<file path="src/rtl/risc_v_32_muldiv_pkg.sv">
// Shared definitions for the RV32M iterative multiply/divide unit.
//   - funct3 operation encodings (OP_MUL .. OP_REMU)
//   - FSM state encoding (S_IDLE, S_CALC, S_FIX, S_DONE)
//   - INT_MIN / ALL_ONES constants used by the divide special cases
//   - small decode helpers for operand signedness and op class
package risc_v_32_muldiv_pkg;

    localparam logic [2:0] OP_MUL    = 3'b000;
    localparam logic [2:0] OP_MULH   = 3'b001;
    localparam logic [2:0] OP_MULHSU = 3'b010;
    localparam logic [2:0] OP_MULHU  = 3'b011;
    localparam logic [2:0] OP_DIV    = 3'b100;
    localparam logic [2:0] OP_DIVU   = 3'b101;
    localparam logic [2:0] OP_REM    = 3'b110;
    localparam logic [2:0] OP_REMU   = 3'b111;

    localparam logic [1:0] S_IDLE = 2'd0;
    localparam logic [1:0] S_CALC = 2'd1;
    localparam logic [1:0] S_FIX  = 2'd2;
    localparam logic [1:0] S_DONE = 2'd3;

    localparam logic [31:0] INT_MIN  = 32'h8000_0000;
    localparam logic [31:0] ALL_ONES = 32'hFFFF_FFFF;

    // Divide class: DIV, DIVU, REM, REMU.
    function automatic logic op_is_div(input logic [2:0] f);
        return f[2];
    endfunction

    // Remainder class: REM, REMU.
    function automatic logic op_is_rem(input logic [2:0] f);
        return f[2] & f[1];
    endfunction

    // rs1 is signed for MUL, MULH, MULHSU, DIV, REM.
    function automatic logic op_a_signed(input logic [2:0] f);
        return (f == OP_MUL) || (f == OP_MULH) || (f == OP_MULHSU) ||
               (f == OP_DIV) || (f == OP_REM);
    endfunction

    // rs2 is signed for MUL, MULH, DIV, REM (MULHSU treats rs2 unsigned).
    function automatic logic op_b_signed(input logic [2:0] f);
        return (f == OP_MUL) || (f == OP_MULH) || (f == OP_DIV) || (f == OP_REM);
    endfunction

endpackage

</file>
<file path="src/rtl/risc_v_32_muldiv_step.sv">
// One combinational iteration shared by the multiply and divide datapaths.
// The 64-bit accumulator is {hi, lo}:
//   multiply: hi = partial product, lo = remaining multiplier bits.
//             Add the multiplicand into hi when lo[0] is set, then shift the
//             whole 65-bit {carry, hi, lo} right by one.
//   divide:   hi = partial remainder, lo = dividend bits / quotient bits.
//             Shift left by one, trial-subtract the divisor from the upper
//             bits, keep the difference and shift in a 1 when no borrow.
// Ports:
//   acc      in  accumulator before this iteration
//   operand  in  multiplicand (mul) or divisor (div), unsigned magnitude
//   is_div   in  selects the divide iteration
//   acc_next out accumulator after this iteration
module risc_v_32_muldiv_step #(
    parameter int XLEN = 32
) (
    input  logic [2*XLEN-1:0] acc,
    input  logic [XLEN-1:0]   operand,
    input  logic              is_div,
    output logic [2*XLEN-1:0] acc_next
);

    logic [XLEN:0] mul_sum;
    logic [XLEN:0] div_diff;

    always_comb begin
        mul_sum = {1'b0, acc[2*XLEN-1:XLEN]};
        if (acc[0]) begin
            mul_sum = mul_sum + {1'b0, operand};
        end
        // acc[2*XLEN-1:XLEN-1] is the upper half after the left shift,
        // one bit wider so the shifted-out remainder bit is not lost.
        div_diff = acc[2*XLEN-1:XLEN-1] - {1'b0, operand};
        if (is_div) begin
            if (div_diff[XLEN]) begin
                acc_next = {acc[2*XLEN-2:0], 1'b0};
            end else begin
                acc_next = {div_diff[XLEN-1:0], acc[XLEN-2:0], 1'b1};
            end
        end else begin
            acc_next = {mul_sum, acc[XLEN-1:1]};
        end
    end

endmodule

</file>
<file path="src/rtl/risc_v_32_muldiv.sv">
// Iterative RV32M multiply/divide unit placed after the register file read
// ports. Operands are converted to magnitudes at start, 32 shift-add or
// restoring-divide iterations run in CALC, and the sign is fixed in FIX.
//
// Handshake: start is sampled only while busy is low. Once accepted, busy
// stays high through CALC, FIX and DONE; further starts are ignored and the
// operands are not re-sampled. done pulses for exactly one cycle with result,
// rd_out and wreg valid; the caller may present the next start in the
// following cycle.
//
// Ports:
//   clk     in   clock, rising edge
//   clrn    in   asynchronous active-low reset
//   start   in   operation request
//   funct3  in   RV32M operation
//   a, b    in   rs1 / rs2 operands
//   rd_in   in   destination register
//   busy    out  high whenever the FSM is not idle
//   done    out  one-cycle result-valid pulse
//   result  out  result, held until overwritten by the next operation
//   rd_out  out  destination captured at start
//   wreg    out  register file write enable (done and rd_out != 0)
module risc_v_32_muldiv
    import risc_v_32_muldiv_pkg::*;
#(
    parameter int XLEN  = 32,
    parameter int CNT_W = 5
) (
    input  logic            clk,
    input  logic            clrn,
    input  logic            start,
    input  logic [2:0]      funct3,
    input  logic [XLEN-1:0] a,
    input  logic [XLEN-1:0] b,
    input  logic [4:0]      rd_in,
    output logic            busy,
    output logic            done,
    output logic [XLEN-1:0] result,
    output logic [4:0]      rd_out,
    output logic            wreg
);

    localparam logic [CNT_W-1:0] CNT_LAST = CNT_W'(XLEN - 1);

    logic [1:0]        state;
    logic [CNT_W-1:0]  cnt;
    logic [2:0]        op;
    logic [2*XLEN-1:0] acc;
    logic [2*XLEN-1:0] acc_next;
    logic [XLEN-1:0]   opnd;
    logic              neg;
    logic              special;

    // Start-time decode
    logic            in_div;
    logic            in_rem;
    logic            sa;
    logic            sb;
    logic [XLEN-1:0] abs_a;
    logic [XLEN-1:0] abs_b;
    logic            div_zero;
    logic            div_ovf;
    logic [XLEN-1:0] special_val;

    always_comb begin
        in_div      = op_is_div(funct3);
        in_rem      = op_is_rem(funct3);
        sa          = op_a_signed(funct3) & a[XLEN-1];
        sb          = op_b_signed(funct3) & b[XLEN-1];
        abs_a       = sa ? (~a + 1'b1) : a;
        abs_b       = sb ? (~b + 1'b1) : b;
        div_zero    = in_div && (b == '0);
        // Only the signed ops (funct3[0]==0) can overflow.
        div_ovf     = in_div && !funct3[0] && (a == INT_MIN) && (b == ALL_ONES);
        if (div_zero) begin
            special_val = in_rem ? a : ALL_ONES;
        end else begin
            special_val = in_rem ? '0 : INT_MIN;
        end
    end

    risc_v_32_muldiv_step #(.XLEN(XLEN)) u_step (
        .acc      (acc),
        .operand  (opnd),
        .is_div   (op[2]),
        .acc_next (acc_next)
    );

    // Sign fix-up: product negation covers all 64 bits so MULH* see the
    // correct borrow into the upper half.
    logic [2*XLEN-1:0] prod_fix;
    logic [XLEN-1:0]   quo_fix;
    logic [XLEN-1:0]   rem_fix;
    logic [XLEN-1:0]   fix_val;

    always_comb begin
        prod_fix = neg ? (~acc + 1'b1) : acc;
        quo_fix  = neg ? (~acc[XLEN-1:0] + 1'b1) : acc[XLEN-1:0];
        rem_fix  = neg ? (~acc[2*XLEN-1:XLEN] + 1'b1) : acc[2*XLEN-1:XLEN];
        if (special) begin
            fix_val = acc[XLEN-1:0];
        end else if (!op[2]) begin
            fix_val = (op == OP_MUL) ? prod_fix[XLEN-1:0] : prod_fix[2*XLEN-1:XLEN];
        end else if (op[1]) begin
            fix_val = rem_fix;
        end else begin
            fix_val = quo_fix;
        end
    end

    // Special divide cases skip CALC and pass through FIX with the fix-up
    // bypassed, so every result reaches the output through the same register.
    always_ff @(posedge clk or negedge clrn) begin
        if (!clrn) begin
            state   <= S_IDLE;
            cnt     <= '0;
            op      <= '0;
            acc     <= '0;
            opnd    <= '0;
            neg     <= 1'b0;
            special <= 1'b0;
            result  <= '0;
            rd_out  <= '0;
        end else begin
            case (state)
                S_IDLE: begin
                    if (start) begin
                        op     <= funct3;
                        rd_out <= rd_in;
                        cnt    <= '0;
                        if (div_zero || div_ovf) begin
                            special <= 1'b1;
                            neg     <= 1'b0;
                            acc     <= {{XLEN{1'b0}}, special_val};
                            state   <= S_FIX;
                        end else begin
                            special <= 1'b0;
                            neg     <= in_rem ? sa : (sa ^ sb);
                            // mul: lo = multiplier |b|, operand = |a|
                            // div: lo = dividend |a|, operand = divisor |b|
                            acc     <= {{XLEN{1'b0}}, in_div ? abs_a : abs_b};
                            opnd    <= in_div ? abs_b : abs_a;
                            state   <= S_CALC;
                        end
                    end
                end
                S_CALC: begin
                    acc <= acc_next;
                    cnt <= cnt + 1'b1;
                    if (cnt == CNT_LAST) begin
                        state <= S_FIX;
                    end
                end
                S_FIX: begin
                    result <= fix_val;
                    state  <= S_DONE;
                end
                S_DONE: begin
                    state <= S_IDLE;
                end
                default: begin
                    state <= S_IDLE;
                end
            endcase
        end
    end

    assign busy = (state != S_IDLE);
    assign done = (state == S_DONE);
    assign wreg = done && (rd_out != 5'd0);

endmodule

</file>
<file path="config.mk">
export PLATFORM = sky130hd
export DESIGN_NAME = risc_v_32_muldiv
export DESIGN_NICKNAME = d
export VERILOG_FILES = /design/src/rtl/risc_v_32_muldiv_pkg.sv /design/src/rtl/risc_v_32_muldiv_step.sv /design/src/rtl/risc_v_32_muldiv.sv
export SDC_FILE = /design/constraint.sdc
export NUM_CORES = 1
export LEC_CHECK = 0
export ABC_AREA = 1
export BUFFER_PORTS_ARGS = -buffer_cell sky130_fd_sc_hd__buf_2
export CAP_MARGIN = 20
export CORE_MARGIN = 4
export CORE_UTILIZATION = 58
export DETAILED_ROUTE_END_ITERATION = 8
export GPL_TIMING_DRIVEN = 1
export PLACE_DENSITY_LB_ADDON = 0.2
export SLEW_MARGIN = 10
export SYNTH_ARGS = -nofsm -noshare
export SYNTH_HDL_FRONTEND = slang
export SYNTH_HIERARCHICAL = 1
export SYNTH_SLANG_ARGS = --single-unit
</file>
<file path="constraint.sdc">
create_clock -name clk -period 3.4 [get_ports clk]
set_input_delay 0.85 -clock clk [delete_from_list [all_inputs] [get_ports clk]]
set_output_delay 0.85 -clock clk [all_outputs]
set_load 0.01 [all_outputs]
</file>
==> summary.txt <==
Die
  • Area of the die: 0.0375 mm^2
  • Vert. Die Dim: 194 um
  • Std-Cell Rows: 67
  • Core Region: 0.0338 mm^2
  • Starting Density: 0.591
  • Num ports: 115
  • Die Wd: 194 um

Layout
  • Nets: 3,891
  • Layout filler cell count: 3,525
  • Layout cell share with drive strength beyond 1: 0.0872
  • Final cell count without fillers: 4,201
  • Multi-input logic area: 0.0139 mm^2
  • Post-layout util: 0.637
  • Storage element area: 0.00363 mm^2
  • P&R area growth vs syn: 7.71%

Yosys
  • Synth Flop Type: dfrtp_1
  • Yosys warnings: 6
  • Mapped cell area: 0.0200 mm^2
  • Synth top area share: 0.250
  • Syn nets: 3,831
  • Top post-synthesis cells by area: nand2_1 (25%), dfrtp_1 (18%), nand3_1 (11%), inv_1 (8.7%), nor2_1 (7.8%)
  • #FFs+latches synth: 145
  • Most frequent cell after synthesis: nand2_1
  • Syn avg cell area: 5.43 um^2
  • Commonest cells post-synth: nand2_1 (1,330), inv_1 (464), nand3_1 (421), nor2_1 (414), o21ai_0 (220)
  • Cells after synthesis: 3,679
  • Async SR Flop Fraction: 1.00
  • Area leader, netlist: nand2_1
  • Count of cell types in the netlist: 53
  • Post-synth EDFFs: 0
  • Sequential share of the synthesized area: 0.182

Setup path
  • Critical path type: reg2reg
  • RR Startpoint: acc[31]
  • Reg2reg path depth: 20
  • CP startpoint: acc[31]
  • Setup crit end: acc[33]
  • Cell Chain, Critical Path: inv_1 -> ha_1 -> fa_1 -> inv_1 -> nand2_1 -> nand2_1 -> nand3_1 -> nand2_2 -> nand2_1 -> nand2_2 -> nand2_2 -> nand2_2 -> nand2_1 -> nand2_2 -> buf_12 -> nand2_1 -> nand3_1 -> nand2_1 -> nand3_1 -> o21ai_0
  • Slack of the worst reg-to-reg path: 0.32 ns
  • Reg2reg end: acc[33]
  • Buf/Inv on CP: 3
  • Worst EP required: 3.70 ns
  • Critical Path Start Type: register
  • Crit path max-delay family: simple AND/OR/NAND/NOR gates
  • Crit path max fanout: 23
  • Most used cell, CP: nand2_1
  • Arrival @ worst endpoint: 3.38 ns
  • CP endpoint kind: register
  • Crit-path slowest cell: dfrtp_1
  • Crit path depth: 20
  • Critical Path Max Stage Delay: 0.47 ns

STA
  • Crit share post-route: 0.905
  • Count of final setup violators: 0
  • Setup_tns: 0 ns
  • Relative slew slack: 0.343
  • Slew of the pin with the lowest slew margin: 0.985 ns
  • Slew Limit Fails: 0
  • RSZ-0062 raised after global routing: no
  • Final hold violations: 0
  • Post-Route Skew: 0.0111 ns
  • Fin crit period: 3.08 ns
  • F_max: 325 MHz

Power and ir drop
  • Power Total: 23,500 uW
  • Maximum VDD drop: 1.15 mV
  • Switch Pwr: 14,500 uW
  • Pwr Density: 1090 mW/mm^2
  • Leakage Power: 0.0120 uW
  • Switching share of power: 0.617
  • Clock share of power: 0.083
  • Seq pwr share: 0.168
  • Combinational share of power: 0.749
  • Int Power: 9010 uW

Global route
  • Largest net degree at the start of global routing: 104
  • Initial antenna violation count: 0
  • Total global-route track usage: 0.425
  • GRT overflow: 0
  • First-pass GRT wire length: 127 mm
  • Vias in the first global route: 22,600

Placed design
  • Dpl cells: 4,168
  • Post-DP HPWL: 65.4 mm
  • Port buffer count: 114
  • Final GP Congestion: 1.15

Routing
  • DR vias/cell: 5.90
  • Routed Antenna Nets: 0
  • DR pass1 iterations: 7
  • DRT iter0 DRCs: 3,570
  • Routed wire length: 82.7 mm
  • Wire per inst: 19.7 um
  • Routed via count: 24,800
  • DRC: 0

Clock network
  • # H-tree levels: 4
  • CTS Buf Count: 17
  • Hold buffer count at cts: 0
  • Post-CTS setup buffer count: 0
  • CTS tree: done
  • Clock latency on the worst-skew pair: 0.46 ns
  • Root buffer cell: clkbuf_16
  • Post_cts resized: 0
  • CTS clk-pin slew, worst paths: 0.07 ns
  • CTS sink cnt: 145
  • CTS max path bufs: 2

Status
  • Outcome: finished, final reports clean

Hold path
  • Hold WC Path Type: in2async

Job
  • Max-cap viol count: 0
-- sequential cells by signal (all words and copies together) (netlist names) --
| register | cells |
|---|---|
| acc | 64 |
| special | 1 |
| opnd | 32 |
| rd_out | 5 |
| cnt | 5 |
| op | 3 |
| result | 32 |
| neg | 1 |
| state | 2 |
-- cell type report --
type                       instances  share of cell area
multi-input combinational       2926               0.644
inverter                         479              0.0845
sequential                       145               0.169
timing repair buffer             170              0.0493
antenna                            1            0.000116
tap                              448              0.0260
clock inverter                    14             0.00756
clock buffer                      18              0.0199
-- power groups by stage --
stage	combinational [uW]	clock, uW	sequential [uW]
after floorplan	12100	0	3360
after global routing	19500	2040	3960
final	17600	1960	3940
after CTS	17000	1960	3830
after detailed placement	16800	0	3850
after global placement	16700	0	3840
-- metal layers --
metal	wire length (um)	global-route usage	share of wire
met1	32500	0.571	0.39
met2	34200	0.634	0.41
met3	10200	0.0894	0.12
met4	5840	0.247	0.071
met5	0	0	0
-- worst register-to-register path: stages (launching register included) --
cell and delay (ns):
dfrtp_1 0.47, inv_1 0.11, ha_1 0.24, fa_1 0.41, inv_1 0.08, nand2_1 0.05
nand2_1 0.10, nand3_1 0.09, nand2_2 0.16, nand2_1 0.09, nand2_2 0.08, nand2_2 0.07
nand2_2 0.06, nand2_1 0.06, nand2_2 0.18, buf_12 0.20, nand2_1 0.10, nand3_1 0.08
nand2_1 0.06, nand3_1 0.12, o21ai_0 0.13
-- kinds of logic after synthesis --
| family | synth area share |
|---|---|
| fa+ha+maj | 0.0490 |
| flops | 0.182 |
| simple gates | 0.489 |
| buf+inv | 0.125 |
| xor+xnor | 0.0342 |
| compound gates | 0.121 |
-- cell usage in the layout, fill, tap and decap left out, drive strengths merged --
cell type / n
o21ai: 271
ha: 75
or4: 1
o221ai: 1
a21oi: 148
nand3: 437
xnor2: 16
o211ai: 9
nand4: 35
and2: 3
or2: 2
a31oi: 1
a21boi: 3
nor3: 26
nor2: 439
clkinv: 5
a21o: 5
nor4: 1
nand3b: 5
diode: 1
o22ai: 3
bufinv: 1
xor2: 62
o21bai: 4
buf: 170
o21a: 3
clkbuf: 18
fa: 2
o311a: 1
and3: 1
a22oi: 1
clkinvlp: 1
inv: 486
nand2: 1370
nor3b: 1
dfrtp: 145
-- through the flow --
step	hold WS [ns]	cell area [um^2]	setup WS [ns]
3_5_place_dp	0.460	20900	0.436
3_3_place_gp	0.458	20900	0.462
4_1_cts	0.419	21500	0.404
2_1_floorplan	0.448	20000	0.971
5_1_grt	0.437	21500	0.0895
6_report	0.384	21500	0.322
-- worst min path at each step --
| stage | from | endpoint | slack [ns] | cells past startpoint |
|---|---|---|---|---|
| CTS | clrn | result[10] | 0.42 | 1 |
| detailed placement | result[26] | result[26] | 0.46 | 2 |
| global route | clrn | result[10] | 0.44 | 1 |
| finish | clrn | result[18] | 0.38 | 1 |
| global placement | result[12] | result[12] | 0.46 | 2 |
| floorplan | cnt[4] | cnt[4] | 0.45 | 2 |
(Power assumes the default switching activity.)
